==> src/rtl/shift_reg_pkg.sv <==
// Shared encodings for the shift-register command sequencer:
// shift register ctrl codes and sequencer FSM states.
package shift_reg_pkg;

  localparam logic [1:0] CTRL_HOLD = 2'b00;
  localparam logic [1:0] CTRL_SHR  = 2'b01;
  localparam logic [1:0] CTRL_SHL  = 2'b10;
  localparam logic [1:0] CTRL_LOAD = 2'b11;

  typedef enum logic [1:0] {
    ST_IDLE  = 2'd0,
    ST_LOAD  = 2'd1,
    ST_SHIFT = 2'd2,
    ST_DONE  = 2'd3
  } state_t;

  function automatic logic [1:0] shift_code(input logic dir);
    return dir ? CTRL_SHL : CTRL_SHR;
  endfunction

endpackage

==> src/rtl/shift_cnt.sv <==
// Loadable down-counter holding the remaining shift count of the active
// command; load has priority over dec and dec never goes below zero.
module shift_cnt #(
  parameter int CNT_W = 4
) (
  input  logic             clk,
  input  logic             rst_n,
  input  logic             load,
  input  logic [CNT_W-1:0] load_val,
  input  logic             dec,
  output logic [CNT_W-1:0] count,
  output logic             zero,
  output logic             one
);

  logic [CNT_W-1:0] count_reg;

  always_ff @(posedge clk or negedge rst_n) begin
    if (!rst_n) begin
      count_reg <= '0;
    end else if (load) begin
      count_reg <= load_val;
    end else if (dec && (count_reg != '0)) begin
      count_reg <= count_reg - 1'b1;
    end
  end

  assign count = count_reg;
  assign zero  = (count_reg == '0);
  assign one   = (count_reg == {{(CNT_W-1){1'b0}}, 1'b1});

endmodule

==> src/rtl/shift_reg_seq_ctrl.sv <==
// Command sequencer for an 8-bit universal shift register: optional parallel
// load followed by N shifts, then a done pulse; abortable while running.
module shift_reg_seq_ctrl
  import shift_reg_pkg::*;
#(
  parameter int DATA_W = 8,
  parameter int CNT_W  = 4
) (
  input  logic              i_clk,
  input  logic              i_rst_n,
  input  logic              i_cmd_valid,
  output logic              o_cmd_ready,
  input  logic              i_cmd_load,
  input  logic              i_cmd_dir,
  input  logic [CNT_W-1:0]  i_cmd_cnt,
  input  logic [DATA_W-1:0] i_cmd_data,
  input  logic              i_abort,
  output logic [1:0]        o_sr_ctrl,
  output logic [DATA_W-1:0] o_sr_d,
  output logic              o_busy,
  output logic              o_done,
  output logic              o_aborted
);

  state_t            state_reg, state_next;
  logic              dir_reg, dir_next;
  logic [DATA_W-1:0] sr_d_reg, sr_d_next;
  logic [1:0]        sr_ctrl_reg, sr_ctrl_next;
  logic              ready_reg, busy_reg, done_reg, aborted_reg, aborted_next;

  logic              cnt_load, cnt_dec, cnt_zero, cnt_one;
  logic [CNT_W-1:0]  cnt_load_val, cnt_value;

  shift_cnt #(.CNT_W(CNT_W)) u_shift_cnt (
    .clk      (i_clk),
    .rst_n    (i_rst_n),
    .load     (cnt_load),
    .load_val (cnt_load_val),
    .dec      (cnt_dec),
    .count    (cnt_value),
    .zero     (cnt_zero),
    .one      (cnt_one)
  );

  always_comb begin
    state_next   = state_reg;
    dir_next     = dir_reg;
    sr_d_next    = sr_d_reg;
    aborted_next = 1'b0;
    cnt_load     = 1'b0;
    cnt_load_val = i_cmd_cnt;
    cnt_dec      = 1'b0;

    case (state_reg)
      ST_IDLE: begin
        // i_abort has no effect here, so valid+abort still starts a command
        if (i_cmd_valid && ready_reg) begin
          dir_next = i_cmd_dir;
          cnt_load = 1'b1;
          if (i_cmd_load) begin
            sr_d_next  = i_cmd_data;
            state_next = ST_LOAD;
          end else if (i_cmd_cnt != '0) begin
            state_next = ST_SHIFT;
          end else begin
            state_next = ST_DONE;
          end
        end
      end
      ST_LOAD: begin
        if (i_abort) begin
          state_next   = ST_IDLE;
          aborted_next = 1'b1;
          cnt_load     = 1'b1;
          cnt_load_val = '0;
        end else if (cnt_zero) begin
          state_next = ST_DONE;
        end else begin
          state_next = ST_SHIFT;
        end
      end
      ST_SHIFT: begin
        if (i_abort) begin
          state_next   = ST_IDLE;
          aborted_next = 1'b1;
          cnt_load     = 1'b1;
          cnt_load_val = '0;
        end else begin
          cnt_dec = 1'b1;
          if (cnt_one) begin
            state_next = ST_DONE;
          end
        end
      end
      ST_DONE: begin
        state_next = ST_IDLE;
      end
      default: begin
        state_next = ST_IDLE;
      end
    endcase

    // Outputs are registered from the next state so they line up with it
    case (state_next)
      ST_LOAD:  sr_ctrl_next = CTRL_LOAD;
      ST_SHIFT: sr_ctrl_next = shift_code(dir_next);
      default:  sr_ctrl_next = CTRL_HOLD;
    endcase
  end

  always_ff @(posedge i_clk or negedge i_rst_n) begin
    if (!i_rst_n) begin
      state_reg   <= ST_IDLE;
      dir_reg     <= 1'b0;
      sr_d_reg    <= '0;
      sr_ctrl_reg <= CTRL_HOLD;
      ready_reg   <= 1'b1;
      busy_reg    <= 1'b0;
      done_reg    <= 1'b0;
      aborted_reg <= 1'b0;
    end else begin
      state_reg   <= state_next;
      dir_reg     <= dir_next;
      sr_d_reg    <= sr_d_next;
      sr_ctrl_reg <= sr_ctrl_next;
      ready_reg   <= (state_next == ST_IDLE);
      busy_reg    <= (state_next != ST_IDLE);
      done_reg    <= (state_next == ST_DONE);
      aborted_reg <= aborted_next;
    end
  end

  assign o_cmd_ready = ready_reg;
  assign o_sr_ctrl   = sr_ctrl_reg;
  assign o_sr_d      = sr_d_reg;
  assign o_busy      = busy_reg;
  assign o_done      = done_reg;
  assign o_aborted   = aborted_reg;

endmodule

==> config.mk <==
export PLATFORM = sky130hd
export DESIGN_NAME = shift_reg_seq_ctrl
export DESIGN_NICKNAME = d
export VERILOG_FILES = /design/src/rtl/shift_reg_pkg.sv /design/src/rtl/shift_cnt.sv /design/src/rtl/shift_reg_seq_ctrl.sv
export SDC_FILE = /design/constraint.sdc
export NUM_CORES = 1
export LEC_CHECK = 0
export CAP_MARGIN = 20
export CORE_MARGIN = 4
export CORE_UTILIZATION = 40
export CTS_BUF_LIST = sky130_fd_sc_hd__clkbuf_4 sky130_fd_sc_hd__clkbuf_8
export DETAILED_ROUTE_END_ITERATION = 16
export GPL_TIMING_DRIVEN = 0
export PLACE_DENSITY = 0.69
export REMOVE_ABC_BUFFERS = 1
export SLEW_MARGIN = 20
export SYNTH_ARGS = -nofsm -noshare
export SYNTH_HDL_FRONTEND = slang
export SYNTH_SLANG_ARGS = --single-unit
==> constraint.sdc <==
create_clock -name i_clk -period 3.5 [get_ports i_clk]
set_input_delay 0.7 -clock i_clk [delete_from_list [all_inputs] [get_ports i_clk]]
set_output_delay 0.7 -clock i_clk [all_outputs]
set_load 0.02 [all_outputs]
After elaboration in Yosys (flattened, before gate mapping) --
Cells that the tools add are included.
Word-level totals: bits in registers 21, logic and storage cells 50
Operators by class: $add $sub $neg 1, equality and inequality tests 7, muxes and demuxes 22, reductions and logical operators 11
Operator list (number):
- 4-bit 2-to-1 mux | 4
- 2-bit 2-to-1 mux | 6
- 1-bit 2-to-1 mux | 9
- 2-bit equality test (second input constant) | 4
- 2-bit one-hot mux with 4 select lines | 1
- 4-bit nonzero test | 2
- 2-bit by 1-bit equality test with 1-bit output (second input constant) | 2
- 4-bit by 1-bit equality test with 1-bit output (second input constant) | 1
- 2-bit zero test | 2
- 4-bit zero test | 1
- 2-bit one-hot mux with 2 select lines | 1
- 2-bit nonzero test | 2
- 4-bit by 1-bit subtractor with 4-bit output (second input constant) | 1
- 3-bit AND reduction | 1
- 1-bit logical AND | 2
- 1-bit one-hot mux with 2 select lines | 1
- 2-bit OR reduction | 1

Depth between registers and ports, before layout --
Gate-level depths: netlist of run 1.
depth after elaboration 7, gate-level depth with buffers 9

By module --
Synthesis of run 1 repeated with hierarchy kept, for this count alone.
Second synthesis, totals: cell total of the unflattened synthesis 100, area total of the unflattened synthesis 1129.8 um^2
Modules (own cells, without submodules):
- shift_reg_seq_ctrl | instances 1, cells an instance 70, area each 863.3 um^2
- shift_cnt | instances 1, cells an instance 30, area each 266.5 um^2

Worst setup path after synthesis of run 1 --
No wires, ideal clock.
path type in2reg, from input i_cmd_cnt[0], to register sr_ctrl_reg[0] (netlist: o_sr_ctrl[0]), library setup time 121 ps, data arrival time 1784 ps, data required time 3379 ps, setup slack 1595 ps, stages 7, path buffers 0, path through nor4_1 nor3_1 o21ai_0 o21ai_0 ha_1 nand2_1 o21ai_1
On the way: longest elaborated chain between the ends 7, elaborated cells on any way between the ends 8, classes of those cells 2 x eq/ne; 5 x mux; 1 x reduce/logical
Ends and longest elaborated chain:
- from (decl) | line shift_reg_seq_ctrl.sv:15 | input logic [CNT_W-1:0] i_cmd_cnt,
- 4-bit nonzero test (*) | line shift_reg_seq_ctrl.sv:63 | end else if (i_cmd_cnt != '0) begin
- 1-bit 2-to-1 mux (*) | line shift_reg_seq_ctrl.sv:63
- 2-bit 2-to-1 mux (*) | line shift_reg_seq_ctrl.sv:60 | if (i_cmd_load) begin
- 2-bit 2-to-1 mux (*) | line shift_reg_seq_ctrl.sv:57 | if (i_cmd_valid && ready_reg) begin
- 2-bit one-hot mux with 4 select lines (*) | line shift_reg_seq_ctrl.sv:54 | case (state_reg)
- 2-bit equality test / 2-bit by 1-bit equality test with 1-bit output (equally long branches) | line shift_reg_seq_ctrl.sv:104 | case (state_next)
- 2-bit one-hot mux with 2 select lines (*) | line shift_reg_seq_ctrl.sv:104
- via sr_ctrl_next[0] | line shift_reg_seq_ctrl.sv:28 | logic [1:0] sr_ctrl_reg, sr_ctrl_next;
- to (signal assigned) | line shift_reg_seq_ctrl.sv:125 | sr_ctrl_reg <= sr_ctrl_next;
- to (decl) | line shift_reg_seq_ctrl.sv:28
Mark *: on every way through the listed nets, which the timed path passes. The rest lies on a longest branch. A chain may end at the register's enable or synchronous reset.

Final worst setup path of run 1 --
Ends and elaborated chain as after synthesis.

==> parameters.txt, run 1 <==
Parameter                              Value

Status
  Run status ... complete, no violations

Layout
  Share of final-layout standard cells stronger than drive strength 1 ... 15.4%
  Number of diodes ... 0
  Area growth from synthesis to final layout ... 33.5%
  Finished layout cell area ... 0.00147 mm^2
  Flip-flop count of the largest register after layout ... 8
  End-of-flow core utilization ... 57.6%
  Net count of the finished layout ... 160

Timing
  Time the worst path needs with I/O delays and setup ... 2.29 ns
  Final clock skew ... 0.00267 ns
  Highest Clock Rate ... 436 MHz
  Hold slack final ... 0.517 ns
  Tcrit/Tclk final ... 65.5%
  Max transition margin ... 37.7%
  # setup viols final ... 0
  Final-report hold violation count ... 0
  Slew @ Worst Pin ... 0.932 ns
  Total negative slack for setup checks ... 0 ns
  Max-slew violation count ... 0
  RSZ-0062 raised after global routing ... no

GRT
  Total routing resource utilization after global routing ... 12.9%
  Final global-route overflow total ... 0
  Initial antenna violation count ... 0
  Via count of the first global-routing pass ... 819
  Wire length of the first global-routing pass ... 3520 um
  Pin count of the biggest net entering global routing ... 22

Placed design
  GPL Wtd Cong ... 0.765
  Sum of net half-perimeters after detailed placement ... 1720 um
  Input/output buffers ... 31
  Placed cell area ... 0.00144 mm^2

Power and ir drop
  Areal power density over the cells ... 870 mW/mm^2
  Post-layout total power ... 1.27 mW
  VDD IR max ... 0.556 mV
  Static Leak ... 0.652 nW

Yosys
  Count of warnings emitted by yosys ... 0
  Average instance area after synthesis ... 11.4 um^2
  Gate count of the mapped netlist ... 96
  Register area share after synthesis ... 48.0%
  Share of the synthesized area in the top cell type ... 45.6%
  Top cells by area in the synthesized netlist ... sky130_fd_sc_hd__dfrtp_1 (46%), sky130_fd_sc_hd__ha_1 (13%), sky130_fd_sc_hd__mux2_2 (8.2%)
  Number of library cell types mapped by synthesis ... 31
  Register bit count reported by yosys ... 21
  Cell type contributing the most total cell area after synthesis ... sky130_fd_sc_hd__dfrtp_1
  Area of the mapped netlist ... 0.00110 mm^2

Clock network
  Clock tree from TritonCTS ... built
  Number of buffers between clock root and the deepest sink ... 2
  Number of buffers added by the clock tree synthesis step ... 3
  H-tree levels ... 1
  # resized after CTS ... 0
  Number of buffers inserted for hold repair after clock tree synthesis ... 0
  CTS sink cnt ... 21
  Reg clk slew, reported paths ... 0.11 ns
  Clock network latency to the later pin of the worst-skew pair ... 0.30 ns
  Post-CTS repair timing setup buffer count ... 0
  Clock root cell ... sky130_fd_sc_hd__clkbuf_4

Detailed routing
  DRC viols ... 0
  Initial drt markers ... 15
  Remaining antenna violation count ... 0
  Total routed wirelength ... 2170 um
  Routed length per instance ... 13.6 um
  Vias per Instance ... 5.04
  Number of search-and-repair iterations in the first detailed-routing pass ... 3
  Overall via count from detail_route ... 807

Die
  Number of placement rows ... 18
  Initial Utilization ... 43.1%
  Horiz. Die Dim ... 60.4 um
  Number of ports placed on the die boundary ... 32
  Core area ... 0.00254 mm^2
  Floorplan die area ... 0.00365 mm^2
  Die H ... 60.4 um

Worst setup path
  Library cell contributing the largest single delay on the critical path ... sky130_fd_sc_hd__clkdlybuf4s50_1
  Critical path start-end classification ... in2reg
  Largest incremental delay on the critical path ... 0.46 ns
  Most numerous cell on the critical path ... sky130_fd_sc_hd__o21ai_0
  Worst path required time ... 3.70 ns
  Arrival time at the worst endpoint ... 2.49 ns
  Capturing element type of the critical path ... register
  Startpoint types ... input port
  Cell Chain, Critical Path ... clkdlybuf4s50_1 > nor4_1 > nor3_1 > o21ai_0 > o21ai_0 > ha_1 > nand2_1 > o21ai_1
  Critical path fanouts, max ... 3

Flow run
  Reported max-cap violation count ... 0

Min path
  Hold crit path type ... reg2reg
==> where the power goes <==
group / switching [mW] / total, mW / internal (mW)
registers: 0.0783 / 0.442 / 0.364
clock network: 0.0726 / 0.115 / 0.0425
logic: 0.369 / 0.717 / 0.348
total: 0.520 / 1.27 / 0.755
==> synth_stat cells, drive strengths merged <==
master,instances
a21boi,1
a21oi,5
a22o,1
a22oi,1
a311oi,1
buf,1
dfrtp,20
dfstp,1
ha,11
inv,7
mux2,9
mux2i,1
nand2,11
nand3,4
nand4,1
nor2,2
nor2b,3
nor3,2
nor3b,2
nor4,1
o21a,1
o21ai,6
o22ai,1
o31ai,1
xnor2,2
==> layout make-up <==
| class | instances | area [um^2] |
|---|---|---|
| Clock buffer | 3 | 22.5 |
| Fill cell | 239 | 1080 |
| Clock inverter | 1 | 5.00 |
| Timing Repair Buffer | 31 | 310 |
| Tap cell | 30 | 37.5 |
| Multi-Input combinational cell | 67 | 537 |
| Inverter | 7 | 26.3 |
| Sequential cell | 21 | 527 |
==> stage by stage <==
| step | worst slack (ns) | instances |
|---|---|---|
| global route | 0.960 | 160 |
| floorplan | 1.59 | 95 |
| global placement | 0.855 | 156 |
| detailed placement | 0.877 | 156 |
| finish | 1.21 | 160 |
| CTS | 1.21 | 160 |
==> layout by cell type, fill, tap and decap left out, types with 2 or more instances in the layout <==
cell type	count
sky130_fd_sc_hd__clkdlybuf4s50_1	31
sky130_fd_sc_hd__dfrtp_1	20
sky130_fd_sc_hd__nand2_1	11
sky130_fd_sc_hd__ha_1	11
sky130_fd_sc_hd__mux2_2	8
sky130_fd_sc_hd__inv_1	7
sky130_fd_sc_hd__o21ai_0	5
sky130_fd_sc_hd__a21oi_1	4
sky130_fd_sc_hd__nand3_1	3
sky130_fd_sc_hd__clkbuf_4	3
sky130_fd_sc_hd__nor2b_2	2
sky130_fd_sc_hd__nor2_1	2
sky130_fd_sc_hd__nor3_1	2
sky130_fd_sc_hd__xnor2_1	2
==> path summary, 6_finish.rpt <==
kind | from | to | slack (ns) | cells past startpoint
setup / recovery | i_cmd_cnt[0] | o_sr_ctrl[0] | 1.21 | 8
hold / removal | o_sr_d[3] | o_sr_d[3] | 0.52 | 1
setup reg to reg | u_shift_cnt.count[1] | o_sr_ctrl[0] | 1.58 | 8
hold reg to reg | o_sr_d[3] | o_sr_d[3] | 0.52 | 1
max in group asynchronous | i_rst_n | o_sr_ctrl[1] | 2.03 | 1
min in group asynchronous | i_rst_n | u_shift_cnt.count[2] | 0.91 | 1
==> worst max-delay path: cells and delay by family <==
family | cells | cell delay [ns]
AO/OA/AOI/OAI | 3 | 0.43
adder cells (fa/ha/maj) | 1 | 0.35
buffers and inverters | 1 | 0.46
AND/OR/NAND/NOR | 3 | 0.56
==> metal layers <==
layer | wire length [um] | vias up | track usage (%)
met1 | 928 | 387 | 16.0
met5 | 0 | - | 0
met4 | 10 | 0 | 3.80
li1 | - | 398 | -
met2 | 1050 | 20 | 21.9
met3 | 181 | 2 | 3.40
==> cell families after synthesis <==
group | Yosys count | synth area share (%)
muxes | 10 | 10.5
buffers and inverters | 8 | 3.08
adders and majority gates | 11 | 12.5
and+or+nand+nor | 26 | 13.3
AOI/OAI and AO/OA | 18 | 10.9
xor gates and xnor gates | 2 | 1.60
DFF | 21 | 48.0
Power figures use the tool's default switching activity.
==> run 2: changes to the inputs <==
--- a/config.mk
+++ b/config.mk
@@ -11,7 +11,7 @@
 export CTS_BUF_LIST = sky130_fd_sc_hd__clkbuf_4 sky130_fd_sc_hd__clkbuf_8
 export DETAILED_ROUTE_END_ITERATION = 16
 export GPL_TIMING_DRIVEN = 0
-export PLACE_DENSITY = 0.69
+export PLACE_DENSITY = 0.72
 export REMOVE_ABC_BUFFERS = 1
 export SLEW_MARGIN = 20
 export SYNTH_ARGS = -nofsm -noshare
==> constraint.sdc (replaced) <==
create_clock -name i_clk -period 2 [get_ports i_clk]
set_input_delay 0.4 -clock i_clk [delete_from_list [all_inputs] [get_ports i_clk]]
set_output_delay 0.4 -clock i_clk [all_outputs]
set_load 0.02 [all_outputs]
==> run 2 against run 1 <==
Clock skew is 0.00060 ns lower; routed wire length is 4.7% higher; count of clock-buffer cells in the layout stayed put; design area is 2.1% higher; critical endpoint is now o_cmd_ready.
==> parameters.txt, run 2 (synthesized netlist as in run 1, its figures left out) <==
Parameter                              Value

GRT
  Final global-route overflow total ... 0
  Total routing resource utilization after global routing ... 13.5%
  Pin count of the biggest net entering global routing ... 22
  Via count of the first global-routing pass ... 826
  Wire length of the first global-routing pass ... 3680 um
  Initial antenna violation count ... 0

Worst setup path
  Crit path max-delay family ... buffers and inverters
  Critical path start-end classification ... reg2out
  Library cell contributing the largest single delay on the critical path ... sky130_fd_sc_hd__clkdlybuf4s50_1
  Startpoint types ... register
  Launching element of the worst setup path ... o_cmd_ready
  Endpoint of the worst-slack reg-to-reg timing path ... o_sr_ctrl[0]
  Reg-to-reg slack, setup ... 0.11 ns
  Largest incremental delay on the critical path ... 0.62 ns
  Critical path fanouts, max ... 5
  Capturing element type of the critical path ... output pin
  Worst path required time ... 1.60 ns
  Startpoint of the lowest-slack register-to-register path ... state_reg[0]
  Reg2reg path depth ... 8
  Crit. path cell count ... 1
  Arrival time at the worst endpoint ... 1.53 ns
  Crit path buffers/inverters ... 1
  Worst setup path endpoint ... o_cmd_ready
  Cell Chain, Critical Path ... clkdlybuf4s50_1

Die
  Number of ports placed on the die boundary ... 32
  Die H ... 60.4 um
  Number of placement rows ... 18
  Horiz. Die Dim ... 60.4 um
  Core area ... 0.00254 mm^2
  Initial Utilization ... 43.1%
  Floorplan die area ... 0.00365 mm^2

Layout
  Flip-flop count of the largest register after layout ... 8
  Commonest non-fill, non-tap cell in the layout ... sky130_fd_sc_hd__clkdlybuf4s50_1
  Share of final-layout standard cells stronger than drive strength 1 ... 18.3%
  Net count of the finished layout ... 161
  Finished layout cell area ... 0.00150 mm^2
  Commonest non-fill, non-tap cells in the layout ... sky130_fd_sc_hd__clkdlybuf4s50_1 (31), sky130_fd_sc_hd__dfrtp_1 (19), sky130_fd_sc_hd__nand2_1 (11), sky130_fd_sc_hd__ha_1 (11), sky130_fd_sc_hd__mux2_2 (8)
  Register area ... 528 um^2
  Filler cell count ... 218
  Area occupied by multi-input gates ... 559 um^2
  End-of-flow core utilization ... 58.8%
  Area growth from synthesis to final layout ... 36.4%
  Number of diodes ... 0

Clock network
  Clock network latency to the later pin of the worst-skew pair ... 0.30 ns
  Number of buffers inserted for hold repair after clock tree synthesis ... 0
  Clock root cell ... sky130_fd_sc_hd__clkbuf_4
  Clock tree from TritonCTS ... built
  H-tree levels ... 1
  Number of buffers added by the clock tree synthesis step ... 3
  Reg clk slew, reported paths ... 0.12 ns
  Number of buffers between clock root and the deepest sink ... 2
  CTS sink cnt ... 21

Min path
  Hold crit path type ... reg2reg
  Start point of the worst hold path ... dir_reg

Power and ir drop
  Logic pwr share ... 56.7%
  Switching share of total power ... 41.3%
  Switching power summed over all nets ... 0.950 mW
  Clock network fraction of total power ... 9.1%
  Static Leak ... 0.663 nW
  Areal power density over the cells ... 1540 mW/mm^2
  VDD IR max ... 1.09 mV
  Internal ... 1.35 mW
  Sequential share of power ... 34.3%

Timing
  Highest Clock Rate ... 519 MHz
  Final-report hold violation count ... 0
  # setup viols final ... 0
  Max-slew violation count ... 0
  Tcrit/Tclk final ... 96.4%
  Max transition margin ... 38.0%
  Final setup slack of the worst path ... 0.0722 ns
  Time the worst path needs with I/O delays and setup ... 1.93 ns
  Slew @ Worst Pin ... 0.927 ns
  Final clock skew ... 0.00208 ns
  RSZ-0062 raised after global routing ... no

Status
  Run status ... complete, no violations

Detailed routing
  Remaining antenna violation count ... 0
  Vias per Instance ... 5.05
  Initial drt markers ... 12
  Number of search-and-repair iterations in the first detailed-routing pass ... 4
  DRC viols ... 0
  Total routed wirelength ... 2270 um
  Overall via count from detail_route ... 813
  Routed length per instance ... 14.1 um

Placed design
  Input/output buffers ... 31
  Sum of net half-perimeters after detailed placement ... 1770 um
  Placed cell area ... 0.00144 mm^2
  Worst Setup Slack post-DPL ... -0.338 ns
  GPL Wtd Cong ... 0.791

Flow run
  Reported max-cap violation count ... 0
-- run 2: changes by cell type in the layout (fill, tap and decap cells not counted), sizes merged --
cell | before | now
buf | 0 | 1
-- run 2: how the worst min path moves through the flow --
stage / end / slack (ns) / cells after the start
detailed placement: dir_reg / 0.49 / 1
floorplan: dir_reg / 0.10 / 0
finish: dir_reg / 0.52 / 1
global route: o_sr_d[4] / 0.55 / 1
CTS: dir_reg / 0.52 / 1
global placement: o_sr_d[4] / 0.48 / 1
-- run 2: power by group through the flow --
stage               clock [mW]  combinational [mW]  sequential, mW
finish                   0.208                1.30           0.788
global route             0.226                1.44           0.816
CTS                      0.215                1.28           0.777
detailed placement           0                1.27           0.786
global placement             0                1.25           0.772
floorplan                    0               0.664           0.921
-- run 2: timing repair --
action	in CTS	in global routing
setup buffers	0	1
gates resized for setup	0	6
setup endpoints to repair	0	2
-- run 2: stage by stage --
stage / total power, mW / cells / hold slack [ns] / setup TNS (ns)
after floorplan: 1.58 / 95 / 0.104 / 0
after global placement: 2.02 / 156 / 0.485 / -0.619
after detailed placement: 2.06 / 156 / 0.490 / -0.732
after CTS: 2.27 / 160 / 0.524 / 0
after global routing: 2.48 / 161 / 0.547 / 0
final: 2.30 / 161 / 0.520 / 0
-- run 2: final cells by class --
type | count | area share [%]
Clock buffer | 3 | 1.51
Clock inverter | 1 | 0.334
Inverter | 7 | 1.76
Multi-Input combinational cell | 67 | 37.4
Sequential cell | 21 | 35.3
Tap cell | 30 | 2.51
Timing Repair Buffer | 32 | 21.2
-- run 2: per-layer routing --
metal / vias up / part of all wire (%) / global-route usage [%] / wire length [um]
met2: 19 / 52 / 23.6 / 1190
li1: 401 / - / - / -
met1: 389 / 42 / 16.4 / 951
met5: - / 0 / 0 / 0
met4: 0 / 1.2 / 3.80 / 27
met3: 4 / 4.8 / 3.40 / 108
==> run 3: changes to the inputs <==
--- a/config.mk
+++ b/config.mk
@@ -16,4 +16,5 @@
 export SLEW_MARGIN = 20
 export SYNTH_ARGS = -nofsm -noshare
 export SYNTH_HDL_FRONTEND = slang
+export SYNTH_HIERARCHICAL = 1
 export SYNTH_SLANG_ARGS = --single-unit
==> run 3 against run 2 <==
The run now ends with negative setup slack left; register-to-register slack worse by 0.13 ns; combinational power is 27% higher; first-iteration DRC count is 58% lower; critical endpoint is now o_sr_ctrl[0].
==> parameters.txt, run 3 <==
Parameter                              Value

Worst setup path
  Crit path buffers/inverters ... 1
  Capturing element type of the critical path ... register
  Library cell contributing the largest single delay on the critical path ... sky130_fd_sc_hd__dfrtp_1
  Largest incremental delay on the critical path ... 0.42 ns
  Critical path start-end classification ... reg2reg
  Arrival time at the worst endpoint ... 2.23 ns
  Crit path max-delay family ... compound AO/OA/AOI/OAI gates
  Critical path fanouts, max ... 3
  Cell Chain, Critical Path ... buf_6 > ha_2 > nor3b_4 > o21ai_1 > nand2_2 > a32o_2 > ha_4 > and3b_1 > o2bb2ai_2
  Worst path required time ... 2.21 ns
  Startpoint types ... register

Yosys
  Register area share after synthesis ... 46.6%
  Cell type contributing the most total cell area after synthesis ... sky130_fd_sc_hd__dfrtp_1
  Top cells by area in the synthesized netlist ... sky130_fd_sc_hd__dfrtp_1 (44%), sky130_fd_sc_hd__ha_1 (12%), sky130_fd_sc_hd__mux2_2 (8.0%)
  Share of flip-flops with an asynchronous set or reset after synthesis ... 100%
  Synth cell count leaders ... sky130_fd_sc_hd__dfrtp_1 (20), sky130_fd_sc_hd__ha_1 (11), sky130_fd_sc_hd__nand2_1 (11)
  Number of enable flip-flop cells after synthesis ... 0
  Average instance area after synthesis ... 11.3 um^2
  Count of warnings emitted by yosys ... 6
  Register bit count reported by yosys ... 21
  Share of the synthesized area in the top cell type ... 44.3%
  Number of library cell types mapped by synthesis ... 32
  Most instantiated flip-flop cell in the synthesis netlist ... sky130_fd_sc_hd__dfrtp_1
  Area of the mapped netlist ... 0.00113 mm^2
  Gate count of the mapped netlist ... 100
  Most common cell in the netlist ... sky130_fd_sc_hd__dfrtp_1

Die
  Horiz. Die Dim ... 61.1 um
  Number of ports placed on the die boundary ... 32
  Number of placement rows ... 19
  Floorplan die area ... 0.00374 mm^2
  Die H ... 61.1 um
  Core area ... 0.00273 mm^2
  Initial Utilization ... 41.3%

GRT
  Final global-route overflow total ... 0
  Wire length of the first global-routing pass ... 4060 um
  Met3 Track Usage GR ... 2.73%
  Met1 Usage GRT ... 17.7%
  Global-route met2 utilization ... 25.5%
  Busiest layer in global routing ... met2
  Pin count of the biggest net entering global routing ... 22
  Total routing resource utilization after global routing ... 14.7%
  Initial antenna violation count ... 0
  Via count of the first global-routing pass ... 888

Detailed routing
  Total routed wirelength ... 2550 um
  Routed length per instance ... 14.3 um
  Remaining antenna violation count ... 0
  Overall via count from detail_route ... 892
  Initial drt markers ... 5
  Vias per Instance ... 5.01
  DRC viols ... 0
  Number of search-and-repair iterations in the first detailed-routing pass ... 2

Clock network
  Clock tree from TritonCTS ... built
  Number of buffers added by the clock tree synthesis step ... 3
  Clock root cell ... sky130_fd_sc_hd__clkbuf_4
  Number of buffers inserted for hold repair after clock tree synthesis ... 0
  Number of buffers between clock root and the deepest sink ... 2
  Clock network latency to the later pin of the worst-skew pair ... 0.31 ns
  CTS sink cnt ... 21
  Reg clk slew, reported paths ... 0.12 ns
  H-tree levels ... 1

Layout
  Number of diodes ... 0
  Commonest non-fill, non-tap cells in the layout ... sky130_fd_sc_hd__clkdlybuf4s50_1 (30), sky130_fd_sc_hd__dfrtp_1 (20), sky130_fd_sc_hd__buf_4 (11), sky130_fd_sc_hd__nand2_1 (9)
  Flip-flop count of the largest register after layout ... 8
  Share of final-layout standard cells stronger than drive strength 1 ... 33.3%
  Commonest non-fill, non-tap cell in the layout ... sky130_fd_sc_hd__clkdlybuf4s50_1
  Area growth from synthesis to final layout ... 49.5%
  Net count of the finished layout ... 177
  Area occupied by multi-input gates ... 656 um^2
  Filler cell count ... 211
  Register area ... 527 um^2
  Finished layout cell area ... 0.00169 mm^2
  Final Instance Count excl. Fillers ... 178

Timing
  Slew @ Worst Pin ... 0.948 ns
  Final clock skew ... 0.000557 ns
  Final setup slack of the worst path ... -0.0198 ns
  Time the worst path needs with I/O delays and setup ... 2.02 ns
  Final-report hold violation count ... 0
  # setup viols final ... 1
  Max transition margin ... 36.6%
  Highest Clock Rate ... 495 MHz
  Max-slew violation count ... 0
  Tcrit/Tclk final ... 101%
  RSZ-0062 raised after global routing ... yes

Placed design
  Input/output buffers ... 31
  GPL Wtd Cong ... 0.823
  Number of placed instances, taps included ... 162
  Sum of net half-perimeters after detailed placement ... 1820 um
  Placed cell area ... 0.00148 mm^2

Status
  Run status ... finished with violations
  Violated checks ... negative setup slack

Min path
  Hold crit path type ... reg2reg

Power and ir drop
  Static Leak ... 0.766 nW
  VDD IR max ... 1.18 mV
  Areal power density over the cells ... 1560 mW/mm^2
  Post-layout total power ... 2.64 mW

Flow run
  Reported max-cap violation count ... 0
## run 3: repair_timing
item                                    in CTS  in global routing
resized for setup                           14                 11
pin swaps                                    1                  5
hold endpoints to repair                     0                  0
setup buffers                                4                  8
endpoints found under the setup margin       3                  4
## run 3: area by class of cell
| type | count | share of cell area, % |
|---|---|---|
| clock buffers | 3 | 1.33 |
| clock inverters | 1 | 0.296 |
| inverters | 9 | 2.00 |
| multi-input cells | 70 | 38.8 |
| flip-flops and latches | 21 | 31.2 |
| well taps | 31 | 2.30 |
| repair buffers | 43 | 24.1 |
## run 3: logic make-up (layout without fill, tap and decap cells)
family	after synthesis	in the layout	synth area share, %
simple gates	31	31	16.7
flops	21	21	46.6
compound gates	20	20	13.5
fa+ha+maj	11	11	12.2
buf+inv	9	56	2.99
mux	8	8	7.97
## run 3: report_power, final
part	internal [mW]	total, mW	switching (mW)
Combinational	0.865	1.65	0.790
Clock	0.0747	0.211	0.136
Sequential	0.633	0.771	0.138
Total	1.57	2.64	1.06
## run 3: worst paths after layout
path                                      start           end  slack, ns  cells after the start
max in group asynchronous               i_rst_n        o_done       0.82                      1
min                                   o_sr_d[3]     o_sr_d[3]       0.52                      1
min reg2reg                           o_sr_d[3]     o_sr_d[3]       0.52                      1
max reg2reg                u_shift_cnt/count[0]  o_sr_ctrl[0]      -0.02                      9
max                        u_shift_cnt/count[0]  o_sr_ctrl[0]      -0.02                      9
min in group asynchronous               i_rst_n     o_sr_d[2]       0.61                      1
## run 3: through the flow
stage | hold WS [ns] | util (%) | TNS (ns) | setup slack [ns]
after floorplan | 0.104 | - | -0.0678 | -0.0678
after global placement | 0.487 | 54.1 | -0.840 | -0.341
after detailed placement | 0.492 | 54.1 | -0.924 | -0.355
after CTS | 0.522 | 58.1 | -0.00180 | -0.00180
after global routing | 0.535 | 61.8 | -0.197 | -0.0881
final | 0.516 | 61.8 | -0.0198 | -0.0198
## run 3: routing by layer
metal | up-vias | wire, um
met2 | 12 | 1370
met4 | 0 | 27
li1 | 448 | -
met1 | 428 | 1080
met3 | 4 | 73
met5 | - | 0
